**config.mk**
```make
export PLATFORM = sky130hd
export DESIGN_NAME = spram_rr_arbiter_flat
export DESIGN_NICKNAME = d
export VERILOG_FILES = /design/src/rtl/spram_rr_arbiter_pkg.sv /design/src/rtl/spram_rr_arbiter_if.sv /design/src/rtl/spram_rr_arbiter_rr_pick.sv /design/src/rtl/spram_rr_arbiter.sv /design/src/flat_wrapper.sv
export SDC_FILE = /design/constraint.sdc
export NUM_CORES = 1
export LEC_CHECK = 0
export ABC_AREA = 1
export CAP_MARGIN = 20
export CORE_AREA = 2 2 116 62
export CTS_CLUSTER_DIAMETER = 40
export DETAILED_ROUTE_END_ITERATION = 7
export DIE_AREA = 0 0 118 64
export GPL_ROUTABILITY_DRIVEN = 0
export GPL_TIMING_DRIVEN = 0
export SLEW_MARGIN = 20
export SYNTH_ARGS = -nofsm -noshare
export SYNTH_HDL_FRONTEND = slang
export SYNTH_SLANG_ARGS = --single-unit
export TNS_END_PERCENT = 20
```
**constraint.sdc**
```tcl
create_clock -name clk -period 5.8 [get_ports clk]
set_input_delay 0.87 -clock clk [delete_from_list [all_inputs] [get_ports clk]]
set_output_delay 0.87 -clock clk [all_outputs]
set_load 0.005 [all_outputs]
```
**src/rtl/spram_rr_arbiter_pkg.sv**
```systemverilog
// Shared types and helpers for the single-port RAM round-robin arbiter.
// Build option SPRAM_ARB_RSP_REG_EN adds a register stage on the read response.
package spram_arb_pkg;

  localparam int ARB_DATA_W  = 8;
  localparam int ARB_DEPTH   = 16;
  localparam int ARB_ADDR_W  = $clog2(ARB_DEPTH);
  localparam int ARB_MAX_REQ = 32;

`ifdef SPRAM_ARB_RSP_REG_EN
  localparam int RSP_LATENCY = 2;
`else
  localparam int RSP_LATENCY = 1;
`endif

  // One RAM access; sized to the default RAM geometry.
  typedef struct packed {
    logic                  we;
    logic [ARB_ADDR_W-1:0] addr;
    logic [ARB_DATA_W-1:0] wdata;
  } mem_req_t;

  // First valid requester after 'last', wrapping modulo n; onehot or zero.
  function automatic logic [ARB_MAX_REQ-1:0] rr_next(
    input logic [ARB_MAX_REQ-1:0] valid,
    input int unsigned            last,
    input int unsigned            n
  );
    logic                           found;
    int unsigned                    idx;
    logic [$clog2(ARB_MAX_REQ)-1:0] sel;
    rr_next = '0;
    found   = 1'b0;
    for (int unsigned k = 1; k <= ARB_MAX_REQ; k++) begin
      if (k <= n && !found) begin
        idx = last + k;
        if (idx >= n) idx = idx - n;
        sel = $clog2(ARB_MAX_REQ)'(idx);
        if (valid[sel]) begin
          rr_next[sel] = 1'b1;
          found        = 1'b1;
        end
      end
    end
  endfunction

endpackage

```
**src/rtl/spram_rr_arbiter_if.sv**
```systemverilog
// Requester-side bus of the spram arbiter: valid/ready access requests and
// the shared read-response strobe/data.
interface spram_rr_arbiter_if #(
  parameter int NUM_REQ    = 4,
  parameter int DATA_WIDTH = 8,
  parameter int ADDR_WIDTH = 4
);
  logic [NUM_REQ-1:0]            req_valid;
  logic [NUM_REQ-1:0]            req_ready;
  logic [NUM_REQ-1:0]            req_we;
  logic [NUM_REQ*ADDR_WIDTH-1:0] req_addr;
  logic [NUM_REQ*DATA_WIDTH-1:0] req_wdata;
  logic [NUM_REQ-1:0]            rsp_valid;
  logic [DATA_WIDTH-1:0]         rsp_data;

  modport master (
    output req_valid, req_we, req_addr, req_wdata,
    input  req_ready, rsp_valid, rsp_data
  );

  modport slave (
    input  req_valid, req_we, req_addr, req_wdata,
    output req_ready, rsp_valid, rsp_data
  );
endinterface

```
**src/rtl/spram_rr_arbiter_rr_pick.sv**
```systemverilog
// Combinational round-robin picker: valid vector and last owner in,
// onehot0 grant and its index out.
module rr_pick
  import spram_arb_pkg::*;
#(
  parameter int N  = 4,
  parameter int IW = (N > 1) ? $clog2(N) : 1
) (
  input  logic [N-1:0]  valid,
  input  logic [IW-1:0] last,
  output logic [N-1:0]  gnt,
  output logic [IW-1:0] idx
);
  logic [ARB_MAX_REQ-1:0] g;

  always_comb begin
    g   = rr_next(ARB_MAX_REQ'(valid), 32'(last), N);
    gnt = g[N-1:0];
    idx = '0;
    for (int i = 0; i < ARB_MAX_REQ; i++)
      if (g[i]) idx = IW'(i);
  end
endmodule

```
**src/rtl/spram_rr_arbiter.sv**
```systemverilog
// Round-robin arbiter sharing one single-port RAM between NUM_REQ requesters,
// bounded burst per owner. SPRAM_ARB_RSP_REG_EN registers the read response.
module spram_rr_arbiter
  import spram_arb_pkg::*;
#(
  parameter int NUM_REQ    = 4,
  parameter int DATA_WIDTH = ARB_DATA_W,
  parameter int FIFO_DEPTH = ARB_DEPTH,
  parameter int ADDR_WIDTH = $clog2(FIFO_DEPTH),
  parameter int MAX_BURST  = 4
) (
  input  logic                  clk,
  input  logic                  rst_n,
  spram_rr_arbiter_if.slave     bus,
  output logic                  mem_en,
  output logic                  mem_wea,
  output logic [ADDR_WIDTH-1:0] mem_addr,
  output logic [DATA_WIDTH-1:0] mem_din,
  input  logic [DATA_WIDTH-1:0] mem_dout
);
  localparam int IW = $clog2(NUM_REQ);
  localparam int CW = $clog2(MAX_BURST + 1);

  logic [IW-1:0]      last_owner, rr_idx, gnt_idx;
  logic [CW-1:0]      burst_cnt;
  logic [NUM_REQ-1:0] rr_gnt, gnt, rd_q;
  logic               keep;
  mem_req_t           sel;

  rr_pick #(.N(NUM_REQ), .IW(IW)) u_pick (
    .valid (bus.req_valid),
    .last  (last_owner),
    .gnt   (rr_gnt),
    .idx   (rr_idx)
  );

  // burst_cnt holds grants taken in the current burst; 0 means no owner yet.
  always_comb begin
    keep    = bus.req_valid[last_owner] && burst_cnt != '0 && burst_cnt < CW'(MAX_BURST);
    gnt     = '0;
    gnt_idx = rr_idx;
    if (rst_n) begin
      if (keep) begin
        gnt[last_owner] = 1'b1;
        gnt_idx         = last_owner;
      end else begin
        gnt = rr_gnt;
      end
    end
    sel = '0;
    for (int i = 0; i < NUM_REQ; i++)
      if (gnt[i])
        sel = '{we:    bus.req_we[i],
                addr:  ARB_ADDR_W'(bus.req_addr[i*ADDR_WIDTH +: ADDR_WIDTH]),
                wdata: ARB_DATA_W'(bus.req_wdata[i*DATA_WIDTH +: DATA_WIDTH])};
  end

  assign bus.req_ready = gnt;
  assign mem_en        = |gnt;
  assign mem_wea       = sel.we;
  assign mem_addr      = ADDR_WIDTH'(sel.addr);
  assign mem_din       = DATA_WIDTH'(sel.wdata);

  always_ff @(posedge clk or negedge rst_n) begin
    if (!rst_n) begin
      last_owner <= IW'(NUM_REQ - 1);
      burst_cnt  <= '0;
      rd_q       <= '0;
    end else begin
      rd_q <= gnt & ~bus.req_we;
      if (|gnt) begin
        last_owner <= gnt_idx;
        // A fresh burst starts on owner change or when an exhausted owner is re-picked.
        if (gnt_idx != last_owner || burst_cnt == '0 || burst_cnt >= CW'(MAX_BURST))
          burst_cnt <= CW'(1);
        else
          burst_cnt <= burst_cnt + CW'(1);
      end
    end
  end

`ifdef SPRAM_ARB_RSP_REG_EN
  logic [NUM_REQ-1:0]    rsp_valid_q;
  logic [DATA_WIDTH-1:0] rsp_data_q;

  always_ff @(posedge clk or negedge rst_n) begin
    if (!rst_n) begin
      rsp_valid_q <= '0;
      rsp_data_q  <= '0;
    end else begin
      rsp_valid_q <= rd_q;
      if (|rd_q) rsp_data_q <= mem_dout;
    end
  end

  assign bus.rsp_valid = rsp_valid_q;
  assign bus.rsp_data  = rsp_data_q;
`else
  assign bus.rsp_valid = rd_q;
  assign bus.rsp_data  = (|rd_q) ? mem_dout : '0;
`endif
endmodule

```
**src/flat_wrapper.sv**
```systemverilog
// flat-port wrapper written by rule: the top's interface ports become plain ports
module spram_rr_arbiter_flat import spram_arb_pkg::*;
#(
  parameter int NUM_REQ    = 4,
  parameter int DATA_WIDTH = ARB_DATA_W,
  parameter int FIFO_DEPTH = ARB_DEPTH,
  parameter int ADDR_WIDTH = $clog2(FIFO_DEPTH),
  parameter int MAX_BURST  = 4
)
  (clk, rst_n, mem_en, mem_wea, mem_addr, mem_din, mem_dout, bus_req_valid, bus_req_we, bus_req_addr, bus_req_wdata, bus_req_ready, bus_rsp_valid, bus_rsp_data);
  spram_rr_arbiter_if #(.NUM_REQ(NUM_REQ), .DATA_WIDTH(DATA_WIDTH), .ADDR_WIDTH(ADDR_WIDTH)) bus_i ();
  input  logic clk;
  input  logic rst_n;
  output logic mem_en;
  output logic mem_wea;
  output logic [ADDR_WIDTH-1:0] mem_addr;
  output logic [DATA_WIDTH-1:0] mem_din;
  input  logic [DATA_WIDTH-1:0] mem_dout;
  input wire logic [$bits(bus_i.req_valid)-1:0] bus_req_valid;
  input wire logic [$bits(bus_i.req_we)-1:0] bus_req_we;
  input wire logic [$bits(bus_i.req_addr)-1:0] bus_req_addr;
  input wire logic [$bits(bus_i.req_wdata)-1:0] bus_req_wdata;
  output wire logic [$bits(bus_i.req_ready)-1:0] bus_req_ready;
  output wire logic [$bits(bus_i.rsp_valid)-1:0] bus_rsp_valid;
  output wire logic [$bits(bus_i.rsp_data)-1:0] bus_rsp_data;
  assign bus_i.req_valid = bus_req_valid;
  assign bus_i.req_we = bus_req_we;
  assign bus_i.req_addr = bus_req_addr;
  assign bus_i.req_wdata = bus_req_wdata;
  assign bus_req_ready = bus_i.req_ready;
  assign bus_rsp_valid = bus_i.rsp_valid;
  assign bus_rsp_data = bus_i.rsp_data;
  spram_rr_arbiter #(.NUM_REQ(NUM_REQ), .DATA_WIDTH(DATA_WIDTH), .FIFO_DEPTH(FIFO_DEPTH), .ADDR_WIDTH(ADDR_WIDTH), .MAX_BURST(MAX_BURST)) u_core (.clk(clk), .rst_n(rst_n), .bus(bus_i), .mem_en(mem_en), .mem_wea(mem_wea), .mem_addr(mem_addr), .mem_din(mem_din), .mem_dout(mem_dout));
endmodule
```
== After elaboration in Yosys (flattened, before gate mapping) ==
Cells that the tools add are included.

* Add/subtract/negate cells: 9
* Order comparisons: 16
* Eq/ne operators: 1
* Multiplexer cells: 80
* Bitwise operators: 5
* Reduce and logical (&&, ||, !) cells: 13

{| class="wikitable"
|+ Operators with widths
! kind !! count
|-
| 32-bit 2-to-1 mux || 7
|-
| 32-bit OR || 3
|-
| 2-bit 2-to-1 mux || 32
|-
| 13-bit 2-to-1 mux || 4
|-
| 5-bit 2-to-1 mux || 7
|-
| 32-bit by 3-bit >= comparator with 1-bit output, second input constant || 1
|-
| 5-bit by 6-bit < comparator with 1-bit output, second input constant || 4
|-
| 1-bit binary-select mux with 5-bit select || 4
|-
| 1-bit demux with 5-bit select || 4
|-
| 5-bit by 1-bit >= comparator with 1-bit output, second input constant || 4
|-
| 1-bit 2-to-1 mux || 16
|-
| 3-bit by 3-bit subtractor with 4-bit output, second input constant || 3
|-
| 3-bit >= comparator, second input constant || 3
|-
| 4-bit 2-to-1 mux || 2
|-
| 8-bit 2-to-1 mux || 1
|-
| 4-bit OR reduction || 2
|-
| 1-bit logical AND || 7
|-
| 2-bit by 2-bit adder with 3-bit output, second input constant || 2
|-
| 4-bit by 3-bit subtractor with 5-bit output, second input constant || 1
|-
| 2-bit by 3-bit adder with 4-bit output, second input constant || 1
|-
| 4-bit bitwise AND || 1
|-
| 4-bit by 3-bit >= comparator with 1-bit output, second input constant || 1
|-
| 4-bit NOT || 1
|-
| 2-bit by 1-bit adder with 3-bit output, second input constant || 1
|-
| other kinds (11) || 12
|}

* Bits in registers: 9
* Output and inout port bits: 30

== Longest topological paths before layout ==
Gate-level depths: netlist of the first run.

* Depth in word-level cells: 61
* Gate-level depth with buffers: 19
* Mapped depth without buffers: 19

== Modules after synthesis ==
From an unflattened synthesis of the first run, not the netlist that was laid out.

* Cell total of the unflattened synthesis: 331
* Area total of the unflattened synthesis: 1,950.6 um^2

{| class="wikitable"
|+ By module, submodules not included
! module !! instances !! cells each !! area an instance (um^2) !! seq. area each (um^2)
|-
| spram_rr_arbiter || 1 || 247 || 1,452.6 || 227.7
|-
| rr_pick || 1 || 84 || 498.0 || 0.0
|}

== Least setup slack after synthesis of the first run ==
OpenSTA, ideal clock, no wires.

* Path kind: flip-flop to output port
* From: register u_core.last_owner[0]
* To: output mem_din[3]
* Data arrival time: 2,313 ps
* Data required time: 4,930 ps
* Path slack: 2,617 ps
* Cell stages (with the launch flop): 19
* Buffers on the path: 1
* Cells stage by stage: dfstp_2 -> inv_2 -> ha_1 -> inv_1 -> nand3_2 -> nand3_4 -> nand2_8 -> nor2_4 -> nand2_1 -> nand2_1 -> nand2_1 -> nand2_2 -> inv_2 -> nor2_4 -> buf_6 -> nand2_1 -> a21oi_1 -> o21ai_1 -> nand2_1

* Cells in the longest elaborated chain, start to end: 23
* Elaborated cells on any way between the ends: 77
* Classes of those cells: add/sub: 8; order compare: 14; mux: 45; bitwise: 3; reduce/logical: 7

{| class="wikitable"
|+ Ends and longest elaborated chain
! element !! line !! text
|-
| start, declared || spram_rr_arbiter.sv:24 || <nowiki>logic [IW-1:0] last_owner, rr_idx, gnt_idx;</nowiki>
|-
| start signal, assigned || spram_rr_arbiter.sv:66 || <nowiki>last_owner <= IW'(NUM_REQ - 1);</nowiki>
|-
| start signal, assigned || spram_rr_arbiter.sv:72 || <nowiki>last_owner <= gnt_idx;</nowiki>
|-
| 2-bit by 1-bit adder with 3-bit output or 2-bit by 2-bit adder with 3-bit output (tied branches) || spram_rr_arbiter_pkg.sv:36 || <nowiki>idx = last + k;</nowiki>
|-
| 32-bit by 3-bit >= comparator with 1-bit output, or another cell as far along || spram_rr_arbiter_pkg.sv:37 || <nowiki>if (idx >= n) idx = idx - n;</nowiki>
|-
| 5-bit 2-to-1 mux || spram_rr_arbiter_pkg.sv:37 ||
|-
| 5-bit by 6-bit < comparator with 1-bit output (not written as such), or another cell as far along || spram_rr_arbiter_pkg.sv:40 || <nowiki>rr_next[sel] = 1'b1;</nowiki>
|-
| 1-bit logical AND (not written as such), or another cell as far along || spram_rr_arbiter_pkg.sv:40 ||
|-
| 1-bit 2-to-1 mux (not written as such) or 1-bit logical AND (tied branches) || spram_rr_arbiter_pkg.sv:40 ||
|-
| 1-bit demux with 5-bit select or 1-bit 2-to-1 mux (tied branches) || spram_rr_arbiter_pkg.sv:40 ||
|-
| 32-bit 2-to-1 mux or 1-bit demux with 5-bit select (tied branches) || spram_rr_arbiter_pkg.sv:39, spram_rr_arbiter_pkg.sv:40 ||
|-
| [5 not listed] || n/a ||
|-
| 32-bit 2-to-1 mux || spram_rr_arbiter_pkg.sv:35 || <nowiki>if (k <= n && !found) begin</nowiki>
|-
| 32-bit OR (no line) || n/a ||
|-
| 32-bit 2-to-1 mux || spram_rr_arbiter_pkg.sv:39 || <nowiki>if (valid[sel]) begin</nowiki>
|-
| 32-bit 2-to-1 mux || spram_rr_arbiter_pkg.sv:35 ||
|-
| 4-bit 2-to-1 mux (*) || spram_rr_arbiter.sv:43 || <nowiki>if (keep) begin</nowiki>
|-
| 4-bit 2-to-1 mux (*) || spram_rr_arbiter.sv:42 || <nowiki>if (rst_n) begin</nowiki>
|-
| via bus_req_ready[0] || flat_wrapper.sv:23 || <nowiki>output wire logic [$bits(bus_i.req_ready)-1:0] bus_req_ready;</nowiki>
|-
| 13-bit 2-to-1 mux (*) (4 in series) || spram_rr_arbiter.sv:52 || <nowiki>if (gnt[i])</nowiki>
|-
| end, declared || flat_wrapper.sv:17 || <nowiki>output logic [DATA_WIDTH-1:0] mem_din;</nowiki>
|}

The timed path passes the listed nets; every way through them passes the cells marked *. The select of a mux whose other input is x is not followed.

== Worst setup path in the final report of the first run ==
* From: input rst_n
* To: output mem_din[5]

* Cells in the longest elaborated chain, start to end: 5

{| class="wikitable"
|+ Ends and longest elaborated chain
! element !! line !! text
|-
| start, declared || flat_wrapper.sv:13 || <nowiki>input logic rst_n;</nowiki>
|-
| 4-bit 2-to-1 mux (*) || spram_rr_arbiter.sv:42 ||
|-
| 13-bit 2-to-1 mux (3 in series) || spram_rr_arbiter.sv:52 ||
|-
| 13-bit 2-to-1 mux (*) || spram_rr_arbiter.sv:52 ||
|}

Every way passes the cells marked *; elsewhere a longest branch is shown, timed or not.

==> out/results.ini, run 1 <==
[timing]
final_max_slew_viol_count = 0
hold_viol_final = 0
rsz0062_at_grt = false
tns_ns = 0
max_slew_margin = 0.544
period_share = 0.777
whs_ns = 0.505
period_needed_ns = 4.51
fmax_ghz = 0.222
setup_viol = 0
tightest_slew_ns = 0.679
clock_skew_ns = 0.00239

[critical_path]
worst_ep_required_time_ns = 4.93
worstSetupEndpointType = primary output
crit_arrival_ns = 3.64
critPathLaunchType = primary input
worstSetupPathType = primary input to primary output
worstPathMaxFanout = 16

[pwr]
p_int_w = 0.00102
switchingPower_w = 0.00106
swShare = 0.510
pwr-share-seq = 0.064
ir_drop_mv = 0.299
clockPowerShare = 0.060
power_density_nw_per_um2 = 761
comb_power_share = 0.876
power.leakage_nw = 1.25

[die]
die_w_um = 118
dieArea_um2 = 7550
core_um2 = 6490
rows = 21
die_h_um = 64
initial_utilization = 0.243
num_io_pins = 96

[placed_design]
post-place-cells = 454
dpl_cell_area_um2 = 2640
hpwl_um = 5050
io_buffers = 95

[finish]
fin_cells = 458
areaGrowthSynthToFinish_pct = 73.0
n_fill_cell = 703
stdcell_area_um2 = 2730
fin_nets = 443
layout-drive-gt1-share = 0.123
diodes = 0

[synthesis]
ys_types = 30
yosys-top-cells-area = nand2_1 (20%), dfrtp_1 (11%), a21oi_1 (8.9%)
synth_top_cell_area_share = 0.205
synthFlopType = dfrtp_1
synth_most_common_cell = nand2_1
syn_area_per_cell_um2 = 5.90
synth_area_um2 = 1580
syn_nets = 343
ys_warn_count = 0
yosysSeqAreaShare = 0.144
postSynthRegisterBits = 9
synth_top_area_cell = nand2_1
synthCells = 267
synth_commonest_cells = nand2_1 (86), inv_1 (31), a21oi_1 (28)
synth-edff-count = 0
ys_async_sr_fraction = 1.00

[global_routing]
antenna_found_initial = 0
grt_pass1_wl_um = 9400
grt_usage = 0.156
grt_max_degree = 17
first_global_vias = 1773
overflow = 0

[clocking]
postCtsHoldBufs = 0
cts_buffers = 3
cts.path.max_buffers = 2
root_buffer = clkbuf_16
clk_pin_slew_ns = 0.04
insertion_delay_ns = 0.24
cts_resized = 0
cts_tree = done
htreeDepth = 1
cts_sinks = 9
cts_setup_buffers = 0

[drt]
avgViaCountPerCell = 4.39
ant_nets = 0
post_drt_wl_per_cell_um = 13.0
wl_um = 5940
dr.pass1.iters = 5
drc = 0
vias = 2009
drt_first_iter_violations = 123

[run_status]
status = complete, no violations

[flow_run]
cap_violations = 0

[worst_hold_path]
hp-class = flip-flop to flip-flop

-- state kept, by name (all words and copies together), names as in the netlist --
register and cells:
u_core.bus.rsp_valid 4, u_core.burst_cnt 3, u_core.last_owner 2
-- placed cells by master (no fill, tap or decap), types with 5 or more instances in the layout --
master            n
nand3_2           5
nor2_2            5
o21ai_1          11
ha_1             10
nand2_2          10
inv_1            31
nand2_1          86
nor2_1           21
clkdlybuf4s50_1  95
a21oi_1          28
nand3_1          10
dfrtp_1           7
o21ai_0           9
-- through the flow --
stage | worst slack [ns] | utilization | total power [W]
6_report | 1.29 | 0.420 | 0.00207
5_1_grt | 1.04 | 0.420 | 0.00228
4_1_cts | 1.28 | 0.419 | 0.00207
3_5_place_dp | 1.28 | 0.407 | 0.00193
3_3_place_gp | 1.26 | 0.407 | 0.00192
2_1_floorplan | 2.62 | - | 0.00120
-- cell type report --
type	instances	area, µm²	share of cell area
Timing Repair Buffer	95	951	0.349
Sequential cell	9	228	0.0835
Buffer	6	51.3	0.0188
Tap cell	92	115	0.0422
Clock buffer	4	78.8	0.0289
Inverter	37	141	0.0518
Multi-Input combinational cell	215	1160	0.426
-- power groups by stage --
| stage | sequential (W) | combinational (W) | clock, W |
|---|---|---|---|
| 2_1_floorplan | 0.000124 | 0.00108 | 0 |
| 3_3_place_gp | 0.000131 | 0.00179 | 0 |
| 3_5_place_dp | 0.000132 | 0.00179 | 0 |
| 4_1_cts | 0.000131 | 0.00181 | 0.000127 |
| 5_1_grt | 0.000139 | 0.00201 | 0.000133 |
| 6_report | 0.000133 | 0.00182 | 0.000124 |
-- critical path: stages --
cell and delay, ns:
clkdlybuf4s50_1 0.91, inv_1 0.23, nor2_1 0.23, nand2_1 0.14
nand2_4 0.14, buf_4 0.20, a21oi_1 0.09, a21oi_1 0.16
o21ai_1 0.08, nand2_1 0.06, clkdlybuf4s50_1 0.51
-- layer usage --
| layer | vias up | part of all wire | track usage |
|---|---|---|---|
| met4 | 0 | 0.0029 | 0.0136 |
| met3 | 2 | 0.073 | 0.0420 |
| li1 | 1060 | - | - |
| met2 | 72 | 0.36 | 0.194 |
| met5 | - | 0 | 0 |
| met1 | 875 | 0.56 | 0.258 |
-- cells by family (layout without fill, tap and decap cells) --
group	after synthesis	count (layout)	share of synthesized area
AO/OA/AOI/OAI	54	54	0.188
adder cells (fa/ha/maj)	10	10	0.0794
flip-flops	9	9	0.144
buffers and inverters	43	142	0.122
AND/OR/NAND/NOR	151	151	0.466
-- final timing paths --
check	slack [ns]	to	startpoint	cells past startpoint
hold reg to reg	0.51	u_core.burst_cnt[2]	u_core.burst_cnt[2]	2
min in group asynchronous	1.05	u_core.burst_cnt[1]	rst_n	1
hold / removal	0.51	u_core.burst_cnt[2]	u_core.burst_cnt[2]	2
max in group asynchronous	4.31	u_core.bus.rsp_valid[1]	rst_n	1
setup / recovery	1.29	mem_din[5]	rst_n	11
setup reg to reg	2.96	u_core.burst_cnt[0]	u_core.last_owner[1]	17
Note: power is estimated with default switching activity, not from simulation.
==> run 2, diff against run 1 <==
==> constraint.sdc (replaced) <==
create_clock -name clk -period 4.5 [get_ports clk]
set_input_delay 0.675 -clock clk [delete_from_list [all_inputs] [get_ports clk]]
set_output_delay 0.675 -clock clk [all_outputs]
set_load 0.005 [all_outputs]
==> results of run 2 <==
Same layout as run 1 (identical final DEF). Status: complete, no violations.
Main changes from that run: setup slack after placement 1.28 ns -> 0.370 ns; setup slack after layout 1.29 ns -> 0.335 ns; start point of the critical path rst_n -> u_core.last_owner[1]; register-to-register setup slack 2.96 ns -> 1.66 ns; total power 0.00207 W -> 0.00267 W; worst IR drop on VDD 0.299 mV -> 0.385 mV
==> run 3, diff against run 2 <==
--- a/config.mk
+++ b/config.mk
@@ -11,7 +11,6 @@
 export CTS_CLUSTER_DIAMETER = 40
 export DETAILED_ROUTE_END_ITERATION = 7
 export DIE_AREA = 0 0 118 64
-export GPL_ROUTABILITY_DRIVEN = 0
 export GPL_TIMING_DRIVEN = 0
 export SLEW_MARGIN = 20
 export SYNTH_ARGS = -nofsm -noshare
==> results of run 3 <==
Same layout as run 1 (identical final DEF). Status: complete, no violations.
Main changes from that run: setup slack after placement 1.28 ns -> 0.370 ns; setup slack after layout 1.29 ns -> 0.335 ns; start point of the critical path rst_n -> u_core.last_owner[1]; register-to-register setup slack 2.96 ns -> 1.66 ns; total power 0.00207 W -> 0.00267 W; worst IR drop on VDD 0.299 mV -> 0.385 mV
